### config.mk
export PLATFORM = sky130hd
export DESIGN_NAME = pipe_ctrl_unit
export DESIGN_NICKNAME = d
export VERILOG_FILES = /design/src/rtl/mips_ctrl_pkg.sv /design/src/rtl/ctrl_decode.sv /design/src/rtl/pipe_ctrl_unit.sv
export SDC_FILE = /design/constraint.sdc
export NUM_CORES = 1
export LEC_CHECK = 0
export BUFFER_PORTS_ARGS = -buffer_cell sky130_fd_sc_hd__buf_2
export CAP_MARGIN = 20
export CORE_MARGIN = 5
export CORE_UTILIZATION = 32
export DETAILED_ROUTE_END_ITERATION = 8
export HOLD_SLACK_MARGIN = 0.02
export PLACE_DENSITY = 0.52
export RECOVER_POWER = 50
export SLEW_MARGIN = 20
export SYNTH_ARGS = -nofsm -noshare
export SYNTH_HDL_FRONTEND = slang
export SYNTH_HIERARCHICAL = 1
export SYNTH_SLANG_ARGS = --single-unit
export TNS_END_PERCENT = 10
### constraint.sdc
create_clock -name clk -period 3.99 [get_ports clk]
set_clock_uncertainty 0.2 [all_clocks]
set_input_delay 1.197 -clock clk [delete_from_list [all_inputs] [get_ports clk]]
set_output_delay 1.197 -clock clk [all_outputs]
set_load 0.005 [all_outputs]
### src/rtl/mips_ctrl_pkg.sv
// Shared opcode, ALU-code and control-word definitions for the MIPS pipeline control unit.
package mips_ctrl_pkg;

    localparam logic [5:0] OP_RTYPE = 6'b000000;
    localparam logic [5:0] OP_J     = 6'b000010;
    localparam logic [5:0] OP_JAL   = 6'b000011;
    localparam logic [5:0] OP_BEQ   = 6'b000100;
    localparam logic [5:0] OP_BNE   = 6'b000101;
    localparam logic [5:0] OP_ADDI  = 6'b001000;
    localparam logic [5:0] OP_SLTI  = 6'b001010;
    localparam logic [5:0] OP_ANDI  = 6'b001100;
    localparam logic [5:0] OP_ORI   = 6'b001101;
    localparam logic [5:0] OP_LUI   = 6'b001111;
    localparam logic [5:0] OP_LW    = 6'b100011;
    localparam logic [5:0] OP_SW    = 6'b101011;

    localparam int ALU_CODE_W = 3;

    localparam logic [ALU_CODE_W-1:0] ALU_ADD   = 3'b000;
    localparam logic [ALU_CODE_W-1:0] ALU_SUB   = 3'b001;
    localparam logic [ALU_CODE_W-1:0] ALU_FUNCT = 3'b010;
    localparam logic [ALU_CODE_W-1:0] ALU_AND   = 3'b011;
    localparam logic [ALU_CODE_W-1:0] ALU_OR    = 3'b100;
    localparam logic [ALU_CODE_W-1:0] ALU_SLT   = 3'b101;
    localparam logic [ALU_CODE_W-1:0] ALU_LUI   = 3'b110;

    // Jump is resolved in ID, so it is not part of the word carried down the pipe.
    typedef struct packed {
        logic                  reg_write;
        logic                  reg_dst;
        logic                  alu_src;
        logic                  branch_beq;
        logic                  branch_bne;
        logic                  mem_write;
        logic                  mem_to_reg;
        logic                  link;
        logic [ALU_CODE_W-1:0] alu_op;
    } ctrl_t;

    typedef struct packed {
        logic valid;
        logic reg_write;
        logic mem_write;
        logic mem_to_reg;
        logic link;
    } mem_ctrl_t;

    typedef struct packed {
        logic valid;
        logic reg_write;
        logic mem_to_reg;
        logic link;
    } wb_ctrl_t;

endpackage

### src/rtl/ctrl_decode.sv
// Combinational main decoder: ID opcode to control word, jump and illegal flags.
module ctrl_decode
    import mips_ctrl_pkg::*;
(
    input  logic [5:0] op_id,
    input  logic       valid_id,
    output ctrl_t      ctrl,
    output logic       jump,
    output logic       illegal
);

    logic undefined;

    always_comb begin
        ctrl      = '0;
        jump      = 1'b0;
        undefined = 1'b0;
        unique case (op_id)
            OP_RTYPE: begin ctrl.reg_write = 1'b1; ctrl.reg_dst = 1'b1; ctrl.alu_op = ALU_FUNCT; end
            OP_LW: begin
                ctrl.reg_write  = 1'b1;
                ctrl.alu_src    = 1'b1;
                ctrl.mem_to_reg = 1'b1;
                ctrl.alu_op     = ALU_ADD;
            end
            OP_SW:   begin ctrl.alu_src = 1'b1; ctrl.mem_write = 1'b1; ctrl.alu_op = ALU_ADD; end
            OP_BEQ:  begin ctrl.branch_beq = 1'b1; ctrl.alu_op = ALU_SUB; end
            OP_BNE:  begin ctrl.branch_bne = 1'b1; ctrl.alu_op = ALU_SUB; end
            OP_ADDI: begin ctrl.reg_write = 1'b1; ctrl.alu_src = 1'b1; ctrl.alu_op = ALU_ADD; end
            OP_ANDI: begin ctrl.reg_write = 1'b1; ctrl.alu_src = 1'b1; ctrl.alu_op = ALU_AND; end
            OP_ORI:  begin ctrl.reg_write = 1'b1; ctrl.alu_src = 1'b1; ctrl.alu_op = ALU_OR; end
            OP_SLTI: begin ctrl.reg_write = 1'b1; ctrl.alu_src = 1'b1; ctrl.alu_op = ALU_SLT; end
            OP_LUI:  begin ctrl.reg_write = 1'b1; ctrl.alu_src = 1'b1; ctrl.alu_op = ALU_LUI; end
            OP_J:    jump = 1'b1;
            // jal writes r31; the datapath selects PC+8 when link is set.
            OP_JAL:  begin jump = 1'b1; ctrl.reg_write = 1'b1; ctrl.link = 1'b1; end
            default: undefined = 1'b1;
        endcase
    end

    assign illegal = valid_id & undefined;

endmodule

### src/rtl/pipe_ctrl_unit.sv
// Pipelined control unit: ID decode plus ID/EX, EX/MEM and MEM/WB control registers,
// with bubble injection, squash, sticky illegal-opcode flag and a saturating bubble counter.
module pipe_ctrl_unit
    import mips_ctrl_pkg::*;
#(
    parameter int ALUOP_W = 3,
    parameter int CNT_W   = 8
) (
    input  logic               clk,
    input  logic               rst_n,
    input  logic [5:0]         op_id,
    input  logic               valid_id,
    input  logic               stall_id,
    input  logic               kill_id,
    input  logic               kill_ex,
    output logic               jump_id,
    output logic               illegal_id,
    output logic               ex_valid,
    output logic               ex_reg_write,
    output logic               ex_reg_dst,
    output logic               ex_alu_src,
    output logic               ex_branch_beq,
    output logic               ex_branch_bne,
    output logic               ex_mem_write,
    output logic               ex_mem_to_reg,
    output logic               ex_link,
    output logic [ALUOP_W-1:0] ex_alu_op,
    output logic               mem_valid,
    output logic               mem_reg_write,
    output logic               mem_mem_write,
    output logic               mem_mem_to_reg,
    output logic               mem_link,
    output logic               wb_valid,
    output logic               wb_reg_write,
    output logic               wb_mem_to_reg,
    output logic               wb_link,
    output logic               illegal_seen,
    output logic [CNT_W-1:0]   bubble_cnt
);

    ctrl_t      dec_ctrl;
    logic       dec_jump;
    ctrl_t      ex_ctrl;
    logic       ex_v;
    mem_ctrl_t  mem_q;
    wb_ctrl_t   wb_q;
    logic       ex_bubble;
    logic       illegal_accept;
    logic [CNT_W-1:0] cnt_q;

    ctrl_decode u_decode (
        .op_id    (op_id),
        .valid_id (valid_id),
        .ctrl     (dec_ctrl),
        .jump     (dec_jump),
        .illegal  (illegal_id)
    );

    assign jump_id        = valid_id & dec_jump;
    assign ex_bubble      = stall_id | kill_id | ~valid_id | illegal_id;
    assign illegal_accept = illegal_id & ~stall_id & ~kill_id;

    always_ff @(posedge clk or negedge rst_n) begin
        if (!rst_n) begin
            ex_ctrl      <= '0;
            ex_v         <= 1'b0;
            mem_q        <= '0;
            wb_q         <= '0;
            illegal_seen <= 1'b0;
            cnt_q        <= '0;
        end else begin
            if (ex_bubble) begin
                ex_ctrl <= '0;
                ex_v    <= 1'b0;
            end else begin
                ex_ctrl <= dec_ctrl;
                ex_v    <= 1'b1;
            end

            if (kill_ex || !ex_v) begin
                mem_q <= '0;
            end else begin
                mem_q <= '{valid: 1'b1, reg_write: ex_ctrl.reg_write, mem_write: ex_ctrl.mem_write,
                           mem_to_reg: ex_ctrl.mem_to_reg, link: ex_ctrl.link};
            end

            wb_q <= '{valid: mem_q.valid, reg_write: mem_q.reg_write,
                      mem_to_reg: mem_q.mem_to_reg, link: mem_q.link};

            if (illegal_accept) illegal_seen <= 1'b1;

            // Saturate at all-ones rather than wrapping.
            if (ex_bubble && (cnt_q != {CNT_W{1'b1}})) cnt_q <= cnt_q + CNT_W'(1);
        end
    end

    assign ex_valid       = ex_v;
    assign ex_reg_write   = ex_ctrl.reg_write;
    assign ex_reg_dst     = ex_ctrl.reg_dst;
    assign ex_alu_src     = ex_ctrl.alu_src;
    assign ex_branch_beq  = ex_ctrl.branch_beq;
    assign ex_branch_bne  = ex_ctrl.branch_bne;
    assign ex_mem_write   = ex_ctrl.mem_write;
    assign ex_mem_to_reg  = ex_ctrl.mem_to_reg;
    assign ex_link        = ex_ctrl.link;
    assign ex_alu_op      = ALUOP_W'(ex_ctrl.alu_op);

    assign mem_valid      = mem_q.valid;
    assign mem_reg_write  = mem_q.reg_write;
    assign mem_mem_write  = mem_q.mem_write;
    assign mem_mem_to_reg = mem_q.mem_to_reg;
    assign mem_link       = mem_q.link;

    assign wb_valid       = wb_q.valid;
    assign wb_reg_write   = wb_q.reg_write;
    assign wb_mem_to_reg  = wb_q.mem_to_reg;
    assign wb_link        = wb_q.link;

    assign bubble_cnt     = cnt_q;

endmodule

=== Word level (Yosys, flattened, before mapping) ===
Index checks and enable logic that the tools add are counted.

* Bits in latches: 0
* Bits in read-only memories: 0
* Memories: 0
* Output and inout port bits: 32
* Bits in writable memories: 0
* Flip-flop bits (word level): 30
* Input port bits: 12
* Logic and storage cells: 67

* Multipliers: 0
* Mux-type cells: 14
* Equal/unequal tests: 12
* Magnitude comparators: 0
* Bitwise operators: 10
* Shift operators: 0
* $add $sub $neg: 1
* Divide/modulo/power cells: 0
* Reduce and logical (&&, ||, !) cells: 9

{| class="wikitable"
|+ Operators by type and width
! kind !! number
|-
| == test 6 x 4 -> 1 bit, second input constant || 5
|-
| case mux 3 bit (6 select lines) || 1
|-
| == test 6 x 2 -> 1 bit, second input constant || 2
|-
| == test 6 x 3 -> 1 bit, second input constant || 2
|-
| == test 6 bit, second input constant || 2
|-
| OR reduction 12 bit || 1
|-
| two-way mux 1 bit || 11
|-
| two-way mux 11 bit || 1
|-
| adder 8 x 1 -> 8 bit, second input constant || 1
|-
| inequality test 8 bit, second input constant || 1
|-
| OR reduction 8 bit || 1
|-
| OR reduction 7 bit || 1
|-
| zero test 6 bit || 1
|-
| two-way mux 5 bit || 1
|-
| AND 1 bit || 4
|-
| OR reduction 2 bit || 2
|-
| inverter 1 bit || 3
|-
| OR 1 bit || 3
|-
| logical AND 1 bit || 1
|-
| zero test 1 bit || 1
|-
| logical OR 1 bit || 1
|}

=== Logic depth before layout (Yosys ltp) ===
Gate-level depths: netlist of run 1.

* Depth after elaboration: 6
* Gate-level depth with buffers: 11
* Gate-level depth less buffers: 9

=== Hierarchy ===
The synthesis of run 1 kept the hierarchy.

{| class="wikitable"
|+ Modules (own cells, without submodules)
! module !! area each (µm²) !! cells each !! instances !! seq. area each (µm²)
|-
| pipe_ctrl_unit || 1104.8 || 81 || 1 || 750.7
|-
| ctrl_decode || 300.3 || 47 || 1 || 0.0
|}

=== Least setup slack after synthesis of run 1 ===
OpenSTA, ideal clock, no wires.

* Path kind: input-to-output
* Start: input port op_id[3]
* End: output port illegal_id
* Arrival time: 1.938 ns
* Stages: 5
* Setup slack: 0.655 ns
* Buffers on the path: 1
* Required time: 2.593 ns
* Cell sequence: buf_6 -> nor2b_4 -> a22oi_1 -> o22a_1 -> and4_1

* Cells in the longest elaborated chain, start to end: 4
* Elaborated cells between the ends (all ways): 15
* Classes of those cells: 11 x eq/ne; 1 x mux; 1 x bitwise; 2 x reduce/logical

{| class="wikitable"
|+ Ends and longest elaborated chain
! element !! line !! text
|-
| start, declared || pipe_ctrl_unit.sv:11 || <nowiki>input logic [5:0] op_id,</nowiki>
|-
| == test 6 x 2 -> 1 bit (tied with other cells) || ctrl_decode.sv:18 || <nowiki>unique case (op_id)</nowiki>
|-
| OR reduction 12 bit (no line) * || -- ||
|-
| two-way mux 1 bit * || ctrl_decode.sv:18 ||
|-
| AND 1 bit * || ctrl_decode.sv:41 || <nowiki>assign illegal = valid_id & undefined;</nowiki>
|-
| end, declared || pipe_ctrl_unit.sv:17 || <nowiki>output logic illegal_id,</nowiki>
|}

Mark *: on every way between the ends. The rest lies on a longest branch, timed or not.

=== Worst setup path after layout of run 1 ===
* Start: input port op_id[2]
* End: output port illegal_id

The elaborated chain is that of the path after synthesis.

==> metrics.csv, run 1 <==
metric,value,unit
grt_max_degree,31,
violations,"max-capacitance violations, max-slew violations",
synthTopCellsByCount,"dfrtp_1 (30), and2_1 (16), nand2_1 (14), nor2_1 (10), nor2b_1 (5)",
wl,2.88,mm
synth.most_common_cell,dfrtp_1,
drive_gt1_share,32.9,%
grt_remaining_overflow,0,
reg2reg_slack,2.00,ns
arrival,2.28,ns
io_buffers,43,
cp.required,2.59,ns
syn_nets,141,
status,finished with violations,
setup-tns-final,0,ns
grt_use_total,10.2,%
drt_iter0_markers,28,
diodes,0,
rsz0062_at_grt,no,
synth_top_cells_by_area,"dfrtp_1 (53%), and2_1 (7.1%), nand2_1 (3.7%)",
drc,0,
worstSetupPathType,in -> out,
slew_headroom,-4.04,%
drtPass1Iterations,4,
ctsRootBufferMaster,clkbuf_8,
ys.flop_type,dfrtp_1,
fin_crit_sh,92.1,%
hpwl,2.25,mm
fmax,272,MHz
syn_inst,128,
holdPathEnd,wb_link,
ys_warn_count,6,
startpoint_type,input pin,
postCtsSetupBuffers,0,
critPathBufInv,2,
ios,44,
cp_slowest_cell,and4_1,
endpoint_kind,primary output,
die-area,5820,µm²
grt_pass1_wl,4.93,mm
period_minus_slack,3.67,ns
die_w,76.3,µm
syn_area_per_cell,11.0,µm²
grt_pass1_vias,1080,
setup_viol,0,
holdPathStages,0,
clk_latency,0.27,ns
synth_edf_count,0,
layout.nets,186,
synthDistinctLibCells,39,
seq_area_frac_synth,53.4,%
path_delay_family,compound AO/OA/AOI/OAI gates,
path_cells,"buf_2, nor2_1, a22oi_1, o22a_1, and4_1, buf_2",
tightest_slew,1.56,ns
synth.cell_area,1410,µm²
place.gp.congestion,0.828,
vias,1077,
ctsHoldBuffers,0,
htreeDepth,2,
dpl_worst_slack,0.333,ns
setup_ws,0.317,ns
clockBufferDepth,2,
grt_antenna_before_repair,0,
min_from,mem_link,
die_y,76.3,µm
r2r-end,bubble_cnt[1],
cts.reportedPaths.clkPinSlew,0.06,ns
rows,24,
dpl_cell_area,1650,µm²
core_area,4290,µm²
hold_path.class,reg -> reg,
synthArstFlopShare,100,%
drt-vias-per-instance,4.79,
ant_nets,0,
drv_cap,1,
drv_slew,31,
timing.rr.start,bubble_cnt[0],
yosysTopAreaCellShare,53.4,%
syn2layout_area_growth,22.4,%
cts_tree,done,
path_max_fanout,13,
wl_per_cell,12.8,µm
power.leakage,0.000867,µW
clkSinkCount,30,
largest_reg_flops,8,
postLayoutCellArea,1720,µm²
critPathMostFrequentCell,buf_2,
critPathMaxStageDelay,0.23,ns
synth-seq-cells,30,
postCtsResizedCells,0,
finalHoldViolCount,0,
cts_buffers,5,
cellPowerDensity,474,nW/µm²
ir_drop,0.144,mV
initial_utilization,32.7,%
synth_top_area_cell,dfrtp_1,
ff2ff_path_depth,5,
placed cells by master, fill, tap and decap left out, drive strengths merged, types with 2 or more instances in the layout:
cell type and instances:
nor2b 6, nand3 4, nor4 2, clkbuf 11
nand4 3, nor3 5, inv 3, nand2 14
nor2 10, and2 16, mux2 4, dfrtp 30
buf 38, a21oi 4, clkinv 2, nand2b 3
worst max-delay path by stage:
stage                         from         end  slack [ns]  depth (start not counted)
final                     op_id[2]  illegal_id        0.32                          6
after global routing      op_id[2]  illegal_id        0.21                          6
after CTS                 op_id[2]  illegal_id        0.33                          6
after detailed placement  op_id[2]  illegal_id        0.33                          6
after global placement    op_id[2]  illegal_id        0.38                          6
after floorplan           op_id[3]  illegal_id        0.65                          5
logic make-up after synthesis:
family,Yosys count,synth area share (%)
AND/OR/NAND/NOR,68,29.2
flip-flops,30,53.4
AO/OA/AOI/OAI,13,6.77
buffers and inverters,9,4.01
multiplexers,5,4.45
XOR/XNOR,2,1.25
adder cells (fa/ha/maj),1,0.890
power breakdown:
part           internal (µW)  leakage, µW  switching, µW
logic                    104     0.000425           94.6
registers                346     0.000398           52.3
clock network            116    0.0000438            102
final cells by class:
| type | instances | area [µm²] |
|---|---|---|
| fillers | 440 | 2570 |
| flip-flops and latches | 30 | 751 |
| multi-input cells | 89 | 598 |
| repair buffers | 44 | 215 |
| clock buffers | 5 | 68.8 |
| well taps | 52 | 65.1 |
| inverters | 3 | 11.3 |
| clock inverters | 2 | 10.0 |
through the flow:
stage,std cells,hold WS [ns],utilization (%),power [µW]
2_1_floorplan,128,0.176,-,528
6_report,225,0.171,40.0,815
5_1_grt,225,0.185,40.0,870
3_3_place_gp,218,0.155,38.4,600
3_5_place_dp,218,0.161,38.4,609
4_1_cts,225,0.175,40.2,831
routing by layer:
| layer | share of wire [%] | wire length [µm] | GRT usage (%) |
|---|---|---|---|
| met5 | 0 | 0 | 0 |
| met4 | 1.8 | 51 | 3.67 |
| met3 | 8.3 | 238 | 4.26 |
| met2 | 43 | 1250 | 15.8 |
| met1 | 47 | 1340 | 12.7 |
(Power assumes the default switching activity.)
==> run 2, diff against run 1 <==
--- a/config.mk
+++ b/config.mk
@@ -8,10 +8,10 @@
 export BUFFER_PORTS_ARGS = -buffer_cell sky130_fd_sc_hd__buf_2
 export CAP_MARGIN = 20
 export CORE_MARGIN = 5
-export CORE_UTILIZATION = 32
+export CORE_UTILIZATION = 40
 export DETAILED_ROUTE_END_ITERATION = 8
 export HOLD_SLACK_MARGIN = 0.02
-export PLACE_DENSITY = 0.52
+export PLACE_DENSITY = 0.63
 export RECOVER_POWER = 50
 export SLEW_MARGIN = 20
 export SYNTH_ARGS = -nofsm -noshare
==> constraint.sdc (replaced) <==
create_clock -name clk -period 3.8 [get_ports clk]
set_clock_uncertainty 0.2 [all_clocks]
set_input_delay 1.14 -clock clk [delete_from_list [all_inputs] [get_ports clk]]
set_output_delay 1.14 -clock clk [all_outputs]
set_load 0.005 [all_outputs]
==> run 2 against run 1 <==
- the run still ends with max-capacitance violations, max-slew violations left
- non-clock buffer count unchanged
- clock power grew 16%
- largest power group unchanged
- highest routed layer unchanged
- combinational power is 5% higher
- first-iteration DRC count rose to 2.6 times the previous value
- clock-buffer cell count grew 1
- design area down 0.15%
- sequential share of layout area up 0.064 points
- sequential power is 5.0% higher
- largest cell class unchanged
==> metrics.csv, run 2 (same netlist as run 1, synthesis figures left out) <==
metric,value,unit,change
status,finished with violations,,
violations,"max-capacitance violations, max-slew violations",,
ant_nets,0,,unchanged
grt_use_total,12.6,%,+2.4 points
wl,2.82,mm,-2.0%
core_area,3360,µm²,-22%
startpoint_type,input pin,,
clockBufferDepth,2,,unchanged
grt_pass1_vias,1106,,+2.4%
fin_crit_sh,93.7,%,
finalHoldViolCount,0,,unchanged
arrival,2.22,ns,-0.06 ns
layout.nets,186,,unchanged
cp.required,2.46,ns,-0.13 ns
drv_cap,1,,unchanged
tightest_slew,1.55,ns,-0.0122 ns
final_cell_mix,"buf_2 (39), dfrtp_1 (30), nand2_1 (14), and2_1 (13), nor2_1 (10)",,
diodes,0,,unchanged
grt_max_degree,31,,unchanged
period_minus_slack,3.56,ns,
ir_drop,0.239,mV,+65%
die-area,4800,µm²,-18%
drv_slew,31,,unchanged
hpwl,2.21,mm,-1.9%
path_max_fanout,13,,unchanged
timing.rr.start,bubble_cnt[0],,
syn2layout_area_growth,22.2,%,
drive_gt1_share,34.1,%,+1.2 points
die_y,69.3,µm,-9.2%
die_w,69.3,µm,-9.2%
drtPass1Iterations,4,,unchanged
multi_input_area,598,µm²,unchanged
ctsRootBufferMaster,clkbuf_4,,
r2r-end,bubble_cnt[1],,
cts_tree,done,,
hold_path.class,reg -> reg,,
layout_commonest_cell,buf_2,,
setup-tns-final,0,ns,unchanged
clkSinkCount,30,,unchanged
cts_buffers,5,,unchanged
drt-vias-per-instance,4.87,,+1.7%
grt_antenna_before_repair,0,,unchanged
grt_pass1_wl,4.99,mm,+1.1%
htreeDepth,2,,unchanged
largest_reg_flops,8,,unchanged
fmax,281,MHz,
ios,44,,unchanged
fillCellCount,362,,-18%
initial_utilization,41.8,%,+9.1 points
worstSetupPathType,in -> out,,
power.leakage,0.000874,µW,+0.85%
reg2reg_slack,1.81,ns,-0.19 ns
dpl_worst_slack,0.237,ns,-0.0956 ns
drc,0,,unchanged
rows,21,,-13%
cts.reportedPaths.clkPinSlew,0.08,ns,+0.02 ns
rsz0062_at_grt,no,,
postCtsSetupBuffers,0,,unchanged
cellPowerDensity,513,nW/µm²,+8.1%
drt_iter0_markers,73,,+160%
endpoint_kind,primary output,,
holdPathEnd,wb_valid,,
ff2ff_path_depth,5,,unchanged
regArea,751,µm²,unchanged
io_buffers,43,,unchanged
ctsHoldBuffers,0,,unchanged
postCtsResizedCells,0,,unchanged
setup_ws,0.240,ns,-0.0765 ns
clk_latency,0.31,ns,+0.04 ns
wl_per_cell,12.9,µm,+0.67%
grt_remaining_overflow,0,,unchanged
place.gp.congestion,0.781,,-5.7%
vias,1066,,-1.0%
min_from,mem_valid,,
holdPathStages,0,,unchanged
slew_headroom,-3.23,%,+0.81 points
setup_viol,0,,unchanged
run 2: metal layers:
layer | GRT usage, % | vias up | routed length [µm]
met2 | 20.6 | 35 | 1340
met3 | 4.20 | 4 | 184
li1 | - | 531 | -
met4 | 5.86 | 0 | 46
met1 | 14.9 | 496 | 1250
met5 | 0 | - | 0
run 2: worst max path at each step:
stage / start / endpoint / slack (ns) / cells past startpoint
final: op_id[2] / illegal_id / 0.24 / 6
after global routing: op_id[2] / illegal_id / 0.13 / 6
after CTS: op_id[2] / illegal_id / 0.25 / 6
after detailed placement: op_id[2] / bubble_cnt[5] / 0.24 / 9
after global placement: op_id[2] / illegal_id / 0.29 / 6
after floorplan: op_id[3] / bubble_cnt[5] / 0.54 / 10
run 2: worst max-delay path, stage by stage:
cell and delay (ns):
buf_2 0.23, nor2_1 0.12, a22oi_1 0.20, o22a_1 0.18
and4_1 0.22, buf_2 0.13
run 2: cell type report:
cell class / count / area share (%)
clock inverters: 1 / 1.75
repair buffers: 44 / 12.7
well taps: 46 / 3.35
inverters: 3 / 0.656
clock buffers: 6 / 2.99
multi-input cells: 89 / 34.8
flip-flops and latches: 30 / 43.7
run 2: where the power goes:
| group | internal, µW | switching, µW |
|---|---|---|
| combinational | 109 | 99.3 |
| clock | 153 | 100 |
| sequential | 363 | 56.2 |
| total | 624 | 256 |
run 2: metrics by stage:
step | hold slack, ns | utilization, % | instances | instance area, µm² | power [µW]
4_1_cts | 0.182 | 51.2 | 219 | 1720 | 899
3_5_place_dp | 0.163 | 48.8 | 212 | 1640 | 640
6_report | 0.176 | 51.0 | 219 | 1720 | 880
5_1_grt | 0.192 | 51.0 | 219 | 1720 | 944
3_3_place_gp | 0.156 | 48.8 | 212 | 1640 | 628
2_1_floorplan | 0.176 | - | 128 | 1410 | 555
==> run 3, diff against run 2 <==
--- a/config.mk
+++ b/config.mk
@@ -5,13 +5,13 @@
 export SDC_FILE = /design/constraint.sdc
 export NUM_CORES = 1
 export LEC_CHECK = 0
-export BUFFER_PORTS_ARGS = -buffer_cell sky130_fd_sc_hd__buf_2
 export CAP_MARGIN = 20
 export CORE_MARGIN = 5
 export CORE_UTILIZATION = 40
 export DETAILED_ROUTE_END_ITERATION = 8
+export DONT_BUFFER_PORTS = 1
 export HOLD_SLACK_MARGIN = 0.02
-export PLACE_DENSITY = 0.63
+export PLACE_DENSITY = 0.52
 export RECOVER_POWER = 50
 export SLEW_MARGIN = 20
 export SYNTH_ARGS = -nofsm -noshare
==> run 3 against run 2 <==
- the run now ends clean
- combinational power fell by 33%
- cell count is 20% lower
- critical path type unchanged
- wire length fell by 5.1%
- via count decreased by 16%
- clock power down 9.1%
- non-clock buffer count is 44 lower
- critical path depth down 2
- first-iteration DRC count decreased by 21%
- power decreased by 8.7%
- design area decreased by 13%
- sequential share of layout area is 6.4 points higher
==> metrics.csv, run 3 (same netlist as run 1, synthesis figures left out) <==
metric,value,unit,change
drive_gt1_share,15.4,%,-19 points
grt_use_total,11.9,%,-0.69 points
timing.rr.start,bubble_cnt[0],,
grt_pass1_vias,956,,-14%
clkSinkCount,30,,unchanged
grt_pass1_wl,4.57,mm,-8.3%
grt_remaining_overflow,0,,unchanged
cp.required,2.46,ns,about the same
diodes,0,,unchanged
cellPowerDensity,537,nW/µm²,+4.7%
period_minus_slack,3.22,ns,-0.344 ns
cts.reportedPaths.clkPinSlew,0.08,ns,about the same
min_from,mem_mem_to_reg,,
drv_slew,0,,-100%
r2r-end,bubble_cnt[1],,
p_total,803,µW,-8.7%
ir_drop,0.191,mV,-20%
finalHoldViolCount,0,,unchanged
fin_crit_sh,84.6,%,-9.1 points
clockBufferDepth,2,,unchanged
drv_cap,0,,-1
setup-tns-final,0,ns,unchanged
arrival,1.88,ns,-0.34 ns
layout_commonest_cell,dfrtp_1,,
path_max_fanout,13,,unchanged
status,finished clean,,
grt_max_degree,31,,unchanged
dp.cells,168,,-21%
die_w,69.3,µm,unchanged
drtPass1Iterations,4,,unchanged
wl,2.67,mm,-5.1%
ff2ff_path_depth,5,,unchanged
ctsRootBufferMaster,clkbuf_4,,
ant_nets,0,,unchanged
postCtsResizedCells,0,,unchanged
fillCellCount,351,,-3.0%
power.leakage,0.000678,µW,-22%
layout.nets,142,,-24%
die-area,4800,µm²,unchanged
rows,21,,unchanged
initial_utilization,41.8,%,unchanged
holdPathEnd,wb_mem_to_reg,,
vias,899,,-16%
slew_headroom,74.8,%,+78 points
reg2reg_slack,1.77,ns,-0.04 ns
hpwl,1.99,mm,-9.8%
startpoint_type,input pin,,
die_y,69.3,µm,unchanged
cts_buffers,5,,unchanged
drt-vias-per-instance,5.11,,+4.9%
endpoint_kind,primary output,,
htreeDepth,2,,unchanged
setup_ws,0.584,ns,+0.344 ns
dpl_worst_slack,0.375,ns,+0.137 ns
core_area,3360,µm²,unchanged
fmax,311,MHz,+11%
final_cell_mix,"dfrtp_1 (30), nand2_1 (14), and2_1 (12), nor2_1 (10)",,
stdcell_count,176,,-20%
worstSetupPathType,in -> out,,
hold_path.class,reg -> reg,,
holdPathStages,0,,unchanged
io_buffers,0,,-100%
place.gp.congestion,0.820,,+5.1%
syn2layout_area_growth,6.50,%,
drc,0,,unchanged
postCtsSetupBuffers,0,,unchanged
postLayoutCellArea,1500,µm²,-13%
clk_latency,0.32,ns,about the same
rsz0062_at_grt,no,,
ios,44,,unchanged
cts_tree,done,,
tightest_slew,0.372,ns,-1.18 ns
largest_reg_flops,8,,unchanged
setup_viol,0,,unchanged
drt_iter0_markers,58,,-21%
grt_antenna_before_repair,0,,unchanged
ctsHoldBuffers,0,,unchanged
wl_per_cell,15.2,µm,+18%
dpl_cell_area,1420,µm²,-14%
==> run 3: cell types whose count changed in the layout (fill, tap and decap cells not counted), sizes merged <==
cell	previous run	this run
buf	40	0
clkbuf	10	8
bufinv	1	0
==> run 3: how the worst max path moves through the flow <==
stage,start,endpoint,slack [ns],cells past startpoint
after floorplan,op_id[3],bubble_cnt[5],0.54,10
after global placement,op_id[2],bubble_cnt[6],0.48,9
after detailed placement,op_id[2],bubble_cnt[6],0.37,9
after CTS,op_id[2],illegal_id,0.59,4
after global routing,op_id[3],illegal_id,0.55,4
final,op_id[2],illegal_id,0.58,4
==> run 3: metrics by stage <==
step | hold slack [ns] | util (%)
6_report | 0.207 | 44.5
5_1_grt | 0.230 | 44.5
4_1_cts | 0.219 | 44.5
3_5_place_dp | 0.198 | 42.2
3_3_place_gp | 0.193 | 42.2
2_1_floorplan | 0.176 | -
==> run 3: area by class of cell <==
class | count | area [µm²] | area share (%)
flip-flops and latches | 30 | 751 | 50.2
multi-input cells | 89 | 598 | 40.0
clock buffers | 8 | 78.8 | 5.27
well taps | 46 | 57.6 | 3.85
inverters | 3 | 11.3 | 0.753
==> run 3: power by group <==
| part | internal, µW | leakage (µW) | total, µW | switching (µW) |
|---|---|---|---|---|
| Combinational | 77.4 | 0.000235 | 140 | 62.6 |
| Clock | 126 | 0.0000446 | 230 | 103 |
| Sequential | 363 | 0.000398 | 434 | 71.0 |
| Total | 566 | 0.000678 | 803 | 237 |
==> run 3: routing by layer <==
metal | up-vias | routed length, µm | GRT usage (%)
met5 | - | 0 | 0
met4 | 0 | 70 | 6.51
met3 | 7 | 314 | 5.65
met2 | 44 | 1120 | 16.5
met1 | 410 | 1170 | 15.1
li1 | 438 | - | -
==> run 3: critical path: stages <==
cell     delay [ns]
nor2_1         0.18
a22oi_1        0.13
o22a_1         0.21
and4_1         0.22
